<file path="src/rtl/ofs_pkg.sv">
// ofs_pkg: shared widths and issue-slot record for the operand fetch scoreboard
package ofs_pkg;
  localparam int XLEN = 64;
  localparam int NREG = 32;
  localparam int RIDX = 5;
  typedef struct packed {
    logic [XLEN-1:0] op_a;
    logic [XLEN-1:0] op_b;
    logic [RIDX-1:0] rd;
    logic            rd_wen;
  } ex_slot_t;
endpackage

</file>
<file path="src/rtl/operand_fetch_scoreboard_if.sv">
// operand_fetch_scoreboard_if: decode, register bank, writeback and execute signals
interface operand_fetch_scoreboard_if;
  import ofs_pkg::*;
  logic            dec_valid;
  logic            dec_ready;
  logic [RIDX-1:0] dec_rs1;
  logic [RIDX-1:0] dec_rs2;
  logic [RIDX-1:0] dec_rd;
  logic            dec_rd_wen;
  logic [RIDX-1:0] rf_a;
  logic [RIDX-1:0] rf_b;
  logic [XLEN-1:0] rf_dataA;
  logic [XLEN-1:0] rf_dataB;
  logic [RIDX-1:0] rf_c;
  logic            rf_w;
  logic [XLEN-1:0] rf_dataC;
  logic            wb_valid;
  logic [RIDX-1:0] wb_rd;
  logic [XLEN-1:0] wb_data;
  logic            ex_valid;
  logic            ex_ready;
  logic [XLEN-1:0] ex_op_a;
  logic [XLEN-1:0] ex_op_b;
  logic [RIDX-1:0] ex_rd;
  logic            ex_rd_wen;
  logic            sb_err;
  modport slave (
    input  dec_valid, dec_rs1, dec_rs2, dec_rd, dec_rd_wen, rf_dataA, rf_dataB,
           wb_valid, wb_rd, wb_data, ex_ready,
    output dec_ready, rf_a, rf_b, rf_c, rf_w, rf_dataC,
           ex_valid, ex_op_a, ex_op_b, ex_rd, ex_rd_wen, sb_err
  );
  modport master (
    output dec_valid, dec_rs1, dec_rs2, dec_rd, dec_rd_wen, rf_dataA, rf_dataB,
           wb_valid, wb_rd, wb_data, ex_ready,
    input  dec_ready, rf_a, rf_b, rf_c, rf_w, rf_dataC,
           ex_valid, ex_op_a, ex_op_b, ex_rd, ex_rd_wen, sb_err
  );
endinterface

</file>
<file path="src/rtl/ofs_scoreboard.sv">
// ofs_scoreboard: busy bits, RAW/WAW hazard check and sticky error; OFS_WB_BYPASS_EN unmasks sources being written back
module ofs_scoreboard
  import ofs_pkg::*;
(
  input  logic            clk,
  input  logic            rst,
  input  logic            set_en,
  input  logic [RIDX-1:0] set_idx,
  input  logic            clr_en,
  input  logic [RIDX-1:0] clr_idx,
  input  logic [RIDX-1:0] rs1,
  input  logic [RIDX-1:0] rs2,
  input  logic [RIDX-1:0] rd,
  input  logic            rd_wen,
  output logic            hazard,
  output logic            sb_err
);
  logic [NREG-1:0] busy_q, busy_d;
  logic            sb_err_q, sb_err_d;
  logic            rs1_busy, rs2_busy;
`ifdef OFS_WB_BYPASS_EN
  assign rs1_busy = busy_q[rs1] && !(clr_en && clr_idx == rs1);
  assign rs2_busy = busy_q[rs2] && !(clr_en && clr_idx == rs2);
`else
  assign rs1_busy = busy_q[rs1];
  assign rs2_busy = busy_q[rs2];
`endif
  assign hazard = rs1_busy || rs2_busy || (rd_wen && busy_q[rd]);
  assign sb_err = sb_err_q;
  always_comb begin
    busy_d = busy_q;
    if (clr_en) busy_d[clr_idx] = 1'b0;
    if (set_en) busy_d[set_idx] = 1'b1;
    sb_err_d = sb_err_q || (clr_en && !busy_q[clr_idx]);
  end
  always_ff @(posedge clk) begin
    if (rst) begin
      busy_q   <= '0;
      sb_err_q <= 1'b0;
    end else begin
      busy_q   <= busy_d;
      sb_err_q <= sb_err_d;
    end
  end
endmodule

</file>
<file path="src/rtl/operand_fetch_scoreboard.sv">
// operand_fetch_scoreboard: operand fetch into a registered issue slot with hazard stalls; OFS_WB_BYPASS_EN forwards wb_data to operands
module operand_fetch_scoreboard
  import ofs_pkg::*;
(
  input logic clk,
  input logic rst,
  operand_fetch_scoreboard_if.slave bus
);
  ex_slot_t        slot_q, slot_d;
  logic            ex_valid_q, ex_valid_d;
  logic            hazard, slot_free, issue;
  logic [XLEN-1:0] op_a, op_b;
  assign bus.rf_a     = bus.dec_rs1;
  assign bus.rf_b     = bus.dec_rs2;
  assign bus.rf_c     = bus.wb_rd;
  assign bus.rf_w     = bus.wb_valid;
  assign bus.rf_dataC = bus.wb_data;
  assign slot_free     = !ex_valid_q || bus.ex_ready;
  assign bus.dec_ready = slot_free && !hazard;
  assign issue         = bus.dec_valid && bus.dec_ready;
`ifdef OFS_WB_BYPASS_EN
  assign op_a = (bus.wb_valid && bus.wb_rd == bus.dec_rs1) ? bus.wb_data : bus.rf_dataA;
  assign op_b = (bus.wb_valid && bus.wb_rd == bus.dec_rs2) ? bus.wb_data : bus.rf_dataB;
`else
  assign op_a = bus.rf_dataA;
  assign op_b = bus.rf_dataB;
`endif
  always_comb begin
    slot_d     = issue ? ex_slot_t'{op_a, op_b, bus.dec_rd, bus.dec_rd_wen} : slot_q;
    ex_valid_d = issue || (ex_valid_q && !slot_free);
  end
  always_ff @(posedge clk) begin
    if (rst) begin
      slot_q     <= '0;
      ex_valid_q <= 1'b0;
    end else begin
      slot_q     <= slot_d;
      ex_valid_q <= ex_valid_d;
    end
  end
  assign bus.ex_valid  = ex_valid_q;
  assign bus.ex_op_a   = slot_q.op_a;
  assign bus.ex_op_b   = slot_q.op_b;
  assign bus.ex_rd     = slot_q.rd;
  assign bus.ex_rd_wen = slot_q.rd_wen;
  ofs_scoreboard u_sb (
    .clk     (clk),
    .rst     (rst),
    .set_en  (issue && bus.dec_rd_wen),
    .set_idx (bus.dec_rd),
    .clr_en  (bus.wb_valid),
    .clr_idx (bus.wb_rd),
    .rs1     (bus.dec_rs1),
    .rs2     (bus.dec_rs2),
    .rd      (bus.dec_rd),
    .rd_wen  (bus.dec_rd_wen),
    .hazard  (hazard),
    .sb_err  (bus.sb_err)
  );
endmodule

</file>
<file path="src/flat_wrapper.sv">
// flat-port wrapper written by rule: the top's interface ports become plain ports
module operand_fetch_scoreboard_flat import ofs_pkg::*;
  (clk, rst, bus_dec_valid, bus_dec_rs1, bus_dec_rs2, bus_dec_rd, bus_dec_rd_wen, bus_rf_dataA, bus_rf_dataB, bus_wb_valid, bus_wb_rd, bus_wb_data, bus_ex_ready, bus_dec_ready, bus_rf_a, bus_rf_b, bus_rf_c, bus_rf_w, bus_rf_dataC, bus_ex_valid, bus_ex_op_a, bus_ex_op_b, bus_ex_rd, bus_ex_rd_wen, bus_sb_err);
  operand_fetch_scoreboard_if bus_i ();
  input logic clk;
  input logic rst;
  input wire logic [$bits(bus_i.dec_valid)-1:0] bus_dec_valid;
  input wire logic [$bits(bus_i.dec_rs1)-1:0] bus_dec_rs1;
  input wire logic [$bits(bus_i.dec_rs2)-1:0] bus_dec_rs2;
  input wire logic [$bits(bus_i.dec_rd)-1:0] bus_dec_rd;
  input wire logic [$bits(bus_i.dec_rd_wen)-1:0] bus_dec_rd_wen;
  input wire logic [$bits(bus_i.rf_dataA)-1:0] bus_rf_dataA;
  input wire logic [$bits(bus_i.rf_dataB)-1:0] bus_rf_dataB;
  input wire logic [$bits(bus_i.wb_valid)-1:0] bus_wb_valid;
  input wire logic [$bits(bus_i.wb_rd)-1:0] bus_wb_rd;
  input wire logic [$bits(bus_i.wb_data)-1:0] bus_wb_data;
  input wire logic [$bits(bus_i.ex_ready)-1:0] bus_ex_ready;
  output wire logic [$bits(bus_i.dec_ready)-1:0] bus_dec_ready;
  output wire logic [$bits(bus_i.rf_a)-1:0] bus_rf_a;
  output wire logic [$bits(bus_i.rf_b)-1:0] bus_rf_b;
  output wire logic [$bits(bus_i.rf_c)-1:0] bus_rf_c;
  output wire logic [$bits(bus_i.rf_w)-1:0] bus_rf_w;
  output wire logic [$bits(bus_i.rf_dataC)-1:0] bus_rf_dataC;
  output wire logic [$bits(bus_i.ex_valid)-1:0] bus_ex_valid;
  output wire logic [$bits(bus_i.ex_op_a)-1:0] bus_ex_op_a;
  output wire logic [$bits(bus_i.ex_op_b)-1:0] bus_ex_op_b;
  output wire logic [$bits(bus_i.ex_rd)-1:0] bus_ex_rd;
  output wire logic [$bits(bus_i.ex_rd_wen)-1:0] bus_ex_rd_wen;
  output wire logic [$bits(bus_i.sb_err)-1:0] bus_sb_err;
  assign bus_i.dec_valid = bus_dec_valid;
  assign bus_i.dec_rs1 = bus_dec_rs1;
  assign bus_i.dec_rs2 = bus_dec_rs2;
  assign bus_i.dec_rd = bus_dec_rd;
  assign bus_i.dec_rd_wen = bus_dec_rd_wen;
  assign bus_i.rf_dataA = bus_rf_dataA;
  assign bus_i.rf_dataB = bus_rf_dataB;
  assign bus_i.wb_valid = bus_wb_valid;
  assign bus_i.wb_rd = bus_wb_rd;
  assign bus_i.wb_data = bus_wb_data;
  assign bus_i.ex_ready = bus_ex_ready;
  assign bus_dec_ready = bus_i.dec_ready;
  assign bus_rf_a = bus_i.rf_a;
  assign bus_rf_b = bus_i.rf_b;
  assign bus_rf_c = bus_i.rf_c;
  assign bus_rf_w = bus_i.rf_w;
  assign bus_rf_dataC = bus_i.rf_dataC;
  assign bus_ex_valid = bus_i.ex_valid;
  assign bus_ex_op_a = bus_i.ex_op_a;
  assign bus_ex_op_b = bus_i.ex_op_b;
  assign bus_ex_rd = bus_i.ex_rd;
  assign bus_ex_rd_wen = bus_i.ex_rd_wen;
  assign bus_sb_err = bus_i.sb_err;
  operand_fetch_scoreboard u_core (.clk(clk), .rst(rst), .bus(bus_i));
endmodule
</file>
<file path="config.mk">
export PLATFORM = sky130hd
export DESIGN_NAME = operand_fetch_scoreboard_flat
export DESIGN_NICKNAME = d
export VERILOG_FILES = /design/src/rtl/ofs_pkg.sv /design/src/rtl/operand_fetch_scoreboard_if.sv /design/src/rtl/ofs_scoreboard.sv /design/src/rtl/operand_fetch_scoreboard.sv /design/src/flat_wrapper.sv
export SDC_FILE = /design/constraint.sdc
export NUM_CORES = 1
export LEC_CHECK = 0
export CELL_PAD_IN_SITES_DETAIL_PLACEMENT = 1
export CELL_PAD_IN_SITES_GLOBAL_PLACEMENT = 1
export CORE_ASPECT_RATIO = 1.75
export CORE_MARGIN = 1.5
export CORE_UTILIZATION = 31
export DETAILED_ROUTE_END_ITERATION = 6
export GPL_TIMING_DRIVEN = 0
export PLACE_DENSITY_LB_ADDON = 0.1
export SLEW_MARGIN = 40
export SYNTH_ARGS = -nofsm -noshare
export SYNTH_HDL_FRONTEND = slang
export SYNTH_SLANG_ARGS = --single-unit
</file>
<file path="constraint.sdc">
create_clock -name clk -period 4.8 [get_ports clk]
set_input_delay 0.48 -clock clk [delete_from_list [all_inputs] [get_ports clk]]
set_output_delay 0.48 -clock clk [all_outputs]
set_load 0.02 [all_outputs]
</file>
After elaboration in Yosys (flattened, before gate mapping) --
Cells that the tools add are included.
Word-level totals: memories kept 0, input bits 218, bits in read-only memories 0, bits in latches 0, RAM bits 0, output and inout port bits 217, word-level logic and storage cells 47, register bits after elaboration 168
Operators by class: reduce and logical (&&, ||, !) cells 17, multiply operators 0, bitwise gates (word level) 3, add/subtract/negate cells 0, $lt $le $gt $ge 6, shifts and indexed selects 0, multiplexer cells 14, divide/modulo/power cells 0, eq/ne operators 0
Operators with widths (number):
- $mux W32 | 2
- $and A32 B32 Y32 | 1
- $not A32 Y32 | 1
- $or A32 B32 Y32 | 1
- $lt A5 B6 Y1 const B | 4
- $bmux W1 S5 | 4
- $demux W1 S5 | 2
- $ge A5 B1 Y1 const B | 2
- $logic_and A1 B1 Y1 | 8
- $mux W1 | 6
- $logic_or A1 B1 Y1 | 5
- $logic_not A1 Y1 | 4

Depth between registers and ports, before layout --
Gate-level depths: netlist of run 1.
depth after elaboration 9, depth in mapped cells 11, mapped depth without buffers 6

By module --
From an unflattened synthesis of run 1, not the netlist that was laid out.
Unflattened totals: cells, all modules 961, area, all modules 8204.1 µm²
Modules (own cells, without submodules):
- operand_fetch_scoreboard | sequential area each 2702.6 µm², area each 5739.3 µm², cells each 699, instances 1
- ofs_scoreboard | sequential area each 660.6 µm², area each 2464.9 µm², cells each 262, instances 1

Least setup slack after synthesis of run 1 --
Ideal clock, no wire load.
kind input-to-reg, from in bus_dec_rd[0], to reg u_core.slot_q, in the netlist u_core.bus.ex_op_a[47], buffers on the path 4, setup time 72 ps, arrival time 2582 ps, required time 4728 ps, stages 10, path slack 2146 ps, cell sequence buf_6 > mux4_2 > nor2b_1 > a221o_1 > o31ai_2 > and4_1 > buf_4 > buf_6 > buf_8 > mux2i_1
On the way: longest elaborated chain between the ends 7
RTL lines:
- start: declaration | line flat_wrapper.sv:10 | input wire logic [$bits(bus_i.dec_rd)-1:0] bus_dec_rd;
- $bmux W1 S5 | line ofs_scoreboard.sv:28 | assign hazard = rs1_busy || rs2_busy || (rd_wen && busy_q[rd]);
- $mux W1 (implied by the code) | line ofs_scoreboard.sv:28
- $logic_and A1 B1 Y1 | line ofs_scoreboard.sv:28
- $logic_or A1 B1 Y1 | line ofs_scoreboard.sv:28
- $logic_not A1 Y1 | line operand_fetch_scoreboard.sv:19 | assign bus.dec_ready = slot_free && !hazard;
- $logic_and A1 B1 Y1 | line operand_fetch_scoreboard.sv:19
- $logic_and A1 B1 Y1 | line operand_fetch_scoreboard.sv:20 | assign issue = bus.dec_valid && bus.dec_ready;
- end signal: assignment | line operand_fetch_scoreboard.sv:37 | slot_q <= slot_d;
- end: declaration | line operand_fetch_scoreboard.sv:9 | ex_slot_t slot_q, slot_d;
Every way passes these cells. The select of a mux whose other input is x is not followed. A chain may end at the register's enable or synchronous reset.

Final worst setup path of run 1 --
from in bus_dec_rd[1], to out bus_dec_ready
On the way: longest elaborated chain between the ends 6
RTL lines:
- $bmux W1 S5 | line ofs_scoreboard.sv:28
- $mux W1 (implied by the code) | line ofs_scoreboard.sv:28
- $logic_and A1 B1 Y1 | line ofs_scoreboard.sv:28
- $logic_or A1 B1 Y1 | line ofs_scoreboard.sv:28
- $logic_not A1 Y1 | line operand_fetch_scoreboard.sv:19
- $logic_and A1 B1 Y1 | line operand_fetch_scoreboard.sv:19
- end: declaration | line flat_wrapper.sv:18 | output wire logic [$bits(bus_i.dec_ready)-1:0] bus_dec_ready;
Every way passes these cells. The select of a mux whose other input is x is not followed.

==> results of run 1 <==
==> sequential cells by signal (all words and copies together) (netlist names) <==
| register | count |
|---|---|
| u_core.bus.ex_rd | 5 |
| u_core.bus.ex_rd_wen | 1 |
| u_core.bus.ex_op_a | 64 |
| u_core.u_sb.busy_q | 32 |
| u_core.bus.ex_valid | 1 |
| u_core.u_sb.sb_err | 1 |
| u_core.bus.ex_op_b | 64 |
==> worst min-delay path by stage <==
| stage | startpoint | end | slack (ps) | cells past startpoint |
|---|---|---|---|---|
| 3_3_place_gp | u_core.bus.ex_op_b[8] | u_core.bus.ex_op_b[8] | 440 | 2 |
| 3_5_place_dp | u_core.bus.ex_op_b[24] | u_core.bus.ex_op_b[24] | 450 | 2 |
| 6_report | u_core.bus.ex_op_a[40] | u_core.bus.ex_op_a[40] | 460 | 2 |
| 4_1_cts | u_core.bus.ex_op_a[40] | u_core.bus.ex_op_a[40] | 460 | 2 |
| 2_1_floorplan | u_core.u_sb.busy_q[7] | u_core.u_sb.busy_q[7] | 480 | 2 |
| 5_1_grt | u_core.bus.ex_rd[0] | u_core.bus.ex_rd[0] | 470 | 2 |
==> power by group through the flow <==
stage / clock network [W] / registers [W] / logic [W]
after floorplan: 0 / 0.00164 / 0.000384
after global placement: 0 / 0.00155 / 0.000933
after detailed placement: 0 / 0.00155 / 0.000939
after CTS: 0.00143 / 0.00152 / 0.000944
after global routing: 0.00149 / 0.00153 / 0.000989
final: 0.00140 / 0.00152 / 0.000932
==> layout make-up <==
class / instances / area share, %
sequential: 168 / 25.4
clock buffer: 23 / 3.61
timing repair buffer: 357 / 27.0
multi-input combinational: 627 / 32.1
buffer: 152 / 7.61
antenna: 2 / 0.0378
clock inverter: 8 / 0.728
inverter: 3 / 0.0850
tap: 369 / 3.49
==> Yosys cell counts (all sizes together) (6+ instances only) <==
cell type    n  share of area [%]
nand2      293                 13
dfxtp      168                 39
mux2i      160                 19
buf        105                9.6
clkbuf      47                2.0
a31o        28                2.8
mux4        21                5.5
nor2        21               0.91
a21oi       12               0.70
and3         9               0.65
nand3        9               0.52
nand3b       7               0.61
o211a        7               0.81
o311a        7               0.81
nor2b        6               0.44
==> per-stage QoR <==
stage | utilization [%] | power, W | hold WS (ps)
after global placement | 46.3 | 0.00248 | 441
final | 48.5 | 0.00385 | 457
after floorplan | - | 0.00203 | 481
after global routing | 48.5 | 0.00401 | 471
after detailed placement | 46.3 | 0.00249 | 447
after CTS | 48.4 | 0.00390 | 460
==> per-layer routing <==
metal	wire [um]	global-route usage, %	vias to the layer above	part of all wire, %
met5	13	0	-	0.038
met4	1590	12.9	2	4.6
met3	2370	7.43	76	6.9
met2	19100	45.5	334	56
met1	11300	22.0	3966	33
li1	-	-	3918	-
==> kinds of logic (layout without fill, tap and decap cells) <==
group	after synthesis	after routing	synth area share [%]
and+or+nand+nor	364	364	17.4
buffers and inverters	155	543	11.8
DFF	168	168	39.0
other	0	2	0
AOI/OAI and AO/OA	82	82	7.71
muxes	181	181	24.1
==> critical path, stage by stage <==
cell             delay (ps)
clkdlybuf4s50_1         660
clkbuf_1                540
o21ai_0                 190
o21a_1                  250
o31ai_2                 400
and3_1                  220
clkdlybuf4s50_1         600
==> run_results.csv, run 1 <==
group,metric,value,unit
routing,via_count,8296,
synthesis,ys_types,45,
place,io_buffers,357,
routing,wirelength,34300,um
timing,layout_setup_ws,990,ps
clock_network,post_cts_resized,0,
routing,drtIter0Drc,387,
clock_network,cts_tree,"done",
synthesis,ys_async_sr_fraction,0,%
status,status,"finished clean",
synthesis,netlist_area,8620,sq um
power_and_ir_drop,p_sw,0.00110,W
hold_path,hold_class,"reg2reg",
floorplan,num_rows,80,
grt,grt_max_degree,17,
synthesis,synth-seq-cells,168,
clock_network,cts_buffers,17,
place,placed_cells,1676,
clock_network,cts.clk_slew.worst_paths,70,ps
worst_setup_path,endpoint_kind,"primary output",
routing,drc,0,
synthesis,ys.flop_type,"dfxtp_1",
worst_setup_path,startpoint,"bus_dec_rd[1]",
clock_network,cts.sinks,168,
grt,grt_pass1_wl,51000,um
clock_network,cts_hold_buf,0,
grt,grt_pass1_vias,8787,
floorplan,start_util,31.6,%
synthesis,synthCells,950,
timing,fin_crit,3810,ps
power_and_ir_drop,share_seq_of_total_power,39.5,%
worst_setup_path,worstSetupPathType,"in2out",
floorplan,dieArea,28900,sq um
synthesis,ys_seq_area_share,39.0,%
place,gp_congestion,0.921,
clock_network,cts_setup_buffers,0,
worst_setup_path,cp.required,4320,ps
cells_and_area,multi_input_area,4250,sq um
cells_and_area,area_growth,53.6,%
power_and_ir_drop,p_int,0.00275,W
timing,setup_tns,0,ps
worst_setup_path,crit_path_max_fanout,10,
routing,ant_nets,0,
power_and_ir_drop,leakage,5.21,nW
grt,gr-total-overflow,0,
worst_setup_path,r2r_end,"u_core.bus.ex_op_b[58]",
power_and_ir_drop,power_frac_clock,36.3,%
cells_and_area,layout-drive-gt1-share,13.8,%
power_and_ir_drop,p_sw_share,28.7,%
cells_and_area,nets,1544,
worst_setup_path,worstReg2RegStart,"u_core.u_sb.busy_q[26]",
cells_and_area,fillCellCount,3184,
timing,tightest_slew,800,ps
clock_network,root_buffer,"clkbuf_16",
clock_network,clock_latency,440,ps
timing,hold_viol,0,
timing,setup_violations,0,
floorplan,dieWidth,129,um
grt,antenna_found_initial,4,
place,place_ws,1060,ps
synthesis,syn_avg_cell_area,9.08,sq um
routing,firstDrtPassIters,4,
place,dpl_cell_area,12700,sq um
worst_setup_path,worstSetupStartpointType,"primary input",
clock_network,cts_max_level,4,
place,hpwl,27200,um
power_and_ir_drop,power_density,291,nW/um^2
worst_setup_path,reg2reg_depth,9,
job,drv_cap,0,
cells_and_area,final_common_cell,"clkdlybuf4s50_1",
clock_network,cts_buffer_depth,2,
floorplan,pin_count,435,
cells_and_area,seqCellArea,3360,sq um
worst_setup_path,reg2reg_slack,1840,ps
timing,max_clock_freq,0.262,GHz
worst_setup_path,arrival,3330,ps
routing,wl_per_cell,20.1,um
floorplan,core_area,27300,sq um
cells_and_area,final_cell_count_no_fill,1709,
synthesis,syn-num-nets,1168,
synthesis,synth-edff-count,0,
cells_and_area,fin_area,13200,sq um
worst_setup_path,critPathCapture,"bus_dec_ready",
power_and_ir_drop,peakVddDrop,0.279,mV
timing,grt_setup_unrepaired,"false",
cells_and_area,final_cell_mix,"clkdlybuf4s50_1, nand2_1, dfxtp_1",
timing,skew,10.9,ps
synthesis,ys_warn_count,0,
timing,period_share,79.4,%
floorplan,die_h,224,um
timing,relSlewSlack,46.6,%
power_and_ir_drop,pwr-share-comb,24.2,%
grt,grt_use_total,23.9,%
routing,viasPerCell,4.85,
timing,final_max_slew_viol_count,0,
Power figures use the tool's default switching activity.
==> inputs of run 2 (changes only) <==
--- a/config.mk
+++ b/config.mk
@@ -9,7 +9,7 @@
 export CELL_PAD_IN_SITES_GLOBAL_PLACEMENT = 1
 export CORE_ASPECT_RATIO = 1.75
 export CORE_MARGIN = 1.5
-export CORE_UTILIZATION = 31
+export CORE_UTILIZATION = 26
 export DETAILED_ROUTE_END_ITERATION = 6
 export GPL_TIMING_DRIVEN = 0
 export PLACE_DENSITY_LB_ADDON = 0.1
==> constraint.sdc (replaced) <==
create_clock -name clk -period 3.06 [get_ports clk]
set_input_delay 0.306 -clock clk [delete_from_list [all_inputs] [get_ports clk]]
set_output_delay 0.306 -clock clk [all_outputs]
set_load 0.02 [all_outputs]
==> run 2 against run 1 <==
Against the previous run: die area rose by 19%; largest power group is now clock; sequential power increased by 57%; utilization down 7.7 points.
==> run_results.csv, run 2 (synthesized netlist as in run 1, its figures left out) <==
group,metric,value,unit
floorplan,pin_count,435,
place,io_buffers,357,
routing,ant_nets,0,
cells_and_area,final_util,40.7,%
clock_network,cts_setup_buffers,0,
grt,grt_pass1_wl,51900,um
timing,relSlewSlack,46.7,%
cells_and_area,layout-drive-gt1-share,14.3,%
timing,final_max_slew_viol_count,0,
place,gp_congestion,0.889,
clock_network,cts.clk_slew.worst_paths,70,ps
worst_setup_path,critPathMaxStageDelay,650,ps
job,drv_cap,0,
power_and_ir_drop,finalPower,0.00625,W
timing,grt_setup_unrepaired,"false",
clock_network,cts_buffer_depth,2,
worst_setup_path,cp.required,2750,ps
routing,wl_per_cell,20.1,um
floorplan,num_rows,88,
worst_setup_path,worstSetupPathType,"in2out",
routing,firstDrtPassIters,4,
routing,via_count,8238,
clock_network,cts_hold_buf,0,
place,hpwl,28100,um
clock_network,cts.sinks,168,
timing,skew,13.7,ps
grt,grt_max_degree,17,
place,placed_cells,1712,
floorplan,dieArea,34300,sq um
grt,gr-total-overflow,0,
clock_network,clock_latency,440,ps
worst_setup_path,worstSetupStartpointType,"primary input",
worst_setup_path,cp_slowest_cell,"clkdlybuf4s50_1",
power_and_ir_drop,leakage,5.24,nW
worst_setup_path,crit_path_max_fanout,5,
clock_network,cts_max_level,4,
floorplan,die_h,244,um
routing,drc,0,
routing,wirelength,35200,um
routing,viasPerCell,4.72,
timing,setup_violations,0,
cells_and_area,nets,1544,
worst_setup_path,endpoint_kind,"primary output",
timing,period_share,97.3,%
grt,antenna_found_initial,2,
timing,fin_crit,2980,ps
status,status,"finished clean",
power_and_ir_drop,peakVddDrop,0.391,mV
clock_network,cts_buffers,17,
cells_and_area,final_cell_mix,"clkdlybuf4s50_1, nand2_1, dfxtp_1",
timing,hold_viol,0,
cells_and_area,final_cell_count_no_fill,1746,
cells_and_area,fillCellCount,3800,
place,dpl_cell_area,12700,sq um
grt,grt_pass1_vias,8826,
cells_and_area,area_growth,55.0,%
routing,drtIter0Drc,296,
clock_network,root_buffer,"clkbuf_16",
worst_setup_path,critical_path.top_delay_family,"buffers and inverters",
worst_setup_path,cp_num_buf_inv,2,
hold_path,hold_class,"in2reg",
floorplan,core_area,32800,sq um
worst_setup_path,arrival,2670,ps
timing,max_clock_freq,0.336,GHz
power_and_ir_drop,power_density,468,nW/um^2
timing,tightest_slew,799,ps
grt,grt_use_total,20.2,%
clock_network,cts_tree,"done",
floorplan,start_util,26.3,%
floorplan,dieWidth,141,um
worst_setup_path,cp_cell_sequence,"clkdlybuf4s50_1 > mux4_2 > nor2b_1 > a221o_1 > o31ai_4 > and3_1 > clkdlybuf4s15_1",
cells_and_area,fin_area,13400,sq um
cells_and_area,final_common_cell,"clkdlybuf4s50_1",
[run 2: cell count changes in the layout (fill, tap and decap cells not counted), sizes merged]
cell	before	now
clkdlybuf4s15	0	1
bufinv	2	4
clkinvlp	1	2
clkinv	6	3
inv	2	9
clkbuf	70	64
clkdlybuf4s50	357	356
[run 2: through the flow]
step | TNS (ps) | worst slack (ps) | hold slack (ps)
6_report | 0 | 82.5 | 364
5_1_grt | 0 | 22.1 | 347
4_1_cts | 0 | 62.1 | 330
3_5_place_dp | -55520 | -460 | 449
3_3_place_gp | -51900 | -429 | 441
2_1_floorplan | 0 | 580 | 375
[run 2: final timing paths]
| check | slack (ps) | to | from | cells after the start |
|---|---|---|---|---|
| worst min-delay path | 360 | u_core.bus.ex_rd[4] | bus_dec_rd[4] | 3 |
| worst max-delay path | 80 | bus_dec_ready | bus_dec_rd[1] | 7 |
| worst min register to register | 460 | u_core.bus.ex_op_b[22] | u_core.bus.ex_op_b[22] | 2 |
| worst max register to register | 150 | u_core.bus.ex_op_b[37] | u_core.u_sb.busy_q[26] | 9 |
[run 2: layer usage]
layer	vias up	wire, um	GRT usage (%)
li1	3920	-	-
met1	3940	11500	18.0
met2	308	19900	40.1
met3	70	1990	5.01
met4	0	1710	11.3
met5	-	0	0
[run 2: timing repair]
item,CTS,global route
endpoints found under the setup margin,1,1
gates resized for setup,3,1
hold endpoints to repair,0,0
[run 2: area by class of cell]
| class | count | area (sq um) | share of cell area (%) |
|---|---|---|---|
| Sequential cell | 168 | 3360 | 25.2 |
| Clock buffer | 17 | 425 | 3.18 |
| Multi-Input combinational cell | 627 | 4250 | 31.8 |
| Clock inverter | 15 | 213 | 1.59 |
| Timing Repair Buffer | 357 | 3570 | 26.7 |
| Tap cell | 405 | 507 | 3.79 |
| Inverter | 3 | 11.3 | 0.0843 |
| Buffer | 152 | 1010 | 7.56 |
| Antenna cell | 2 | 5.00 | 0.0375 |
[run 2: worst min-delay path: stages]
cell      delay, ps
clkbuf_1        250
nand2_1         130
mux2i_1          70
[run 2: where the power goes]
group          total, W  internal (W)  switching (W)
Clock           0.00241       0.00139        0.00102
Combinational   0.00147      0.000736       0.000731
Sequential      0.00238       0.00231      0.0000685
==> inputs of run 3 (changes only) <==
--- a/config.mk
+++ b/config.mk
@@ -17,3 +17,4 @@
 export SYNTH_ARGS = -nofsm -noshare
 export SYNTH_HDL_FRONTEND = slang
 export SYNTH_SLANG_ARGS = --single-unit
+export TNS_END_PERCENT = 10
==> results of run 3 <==
No change in the layout: final DEF, timing and power equal those of run 2.
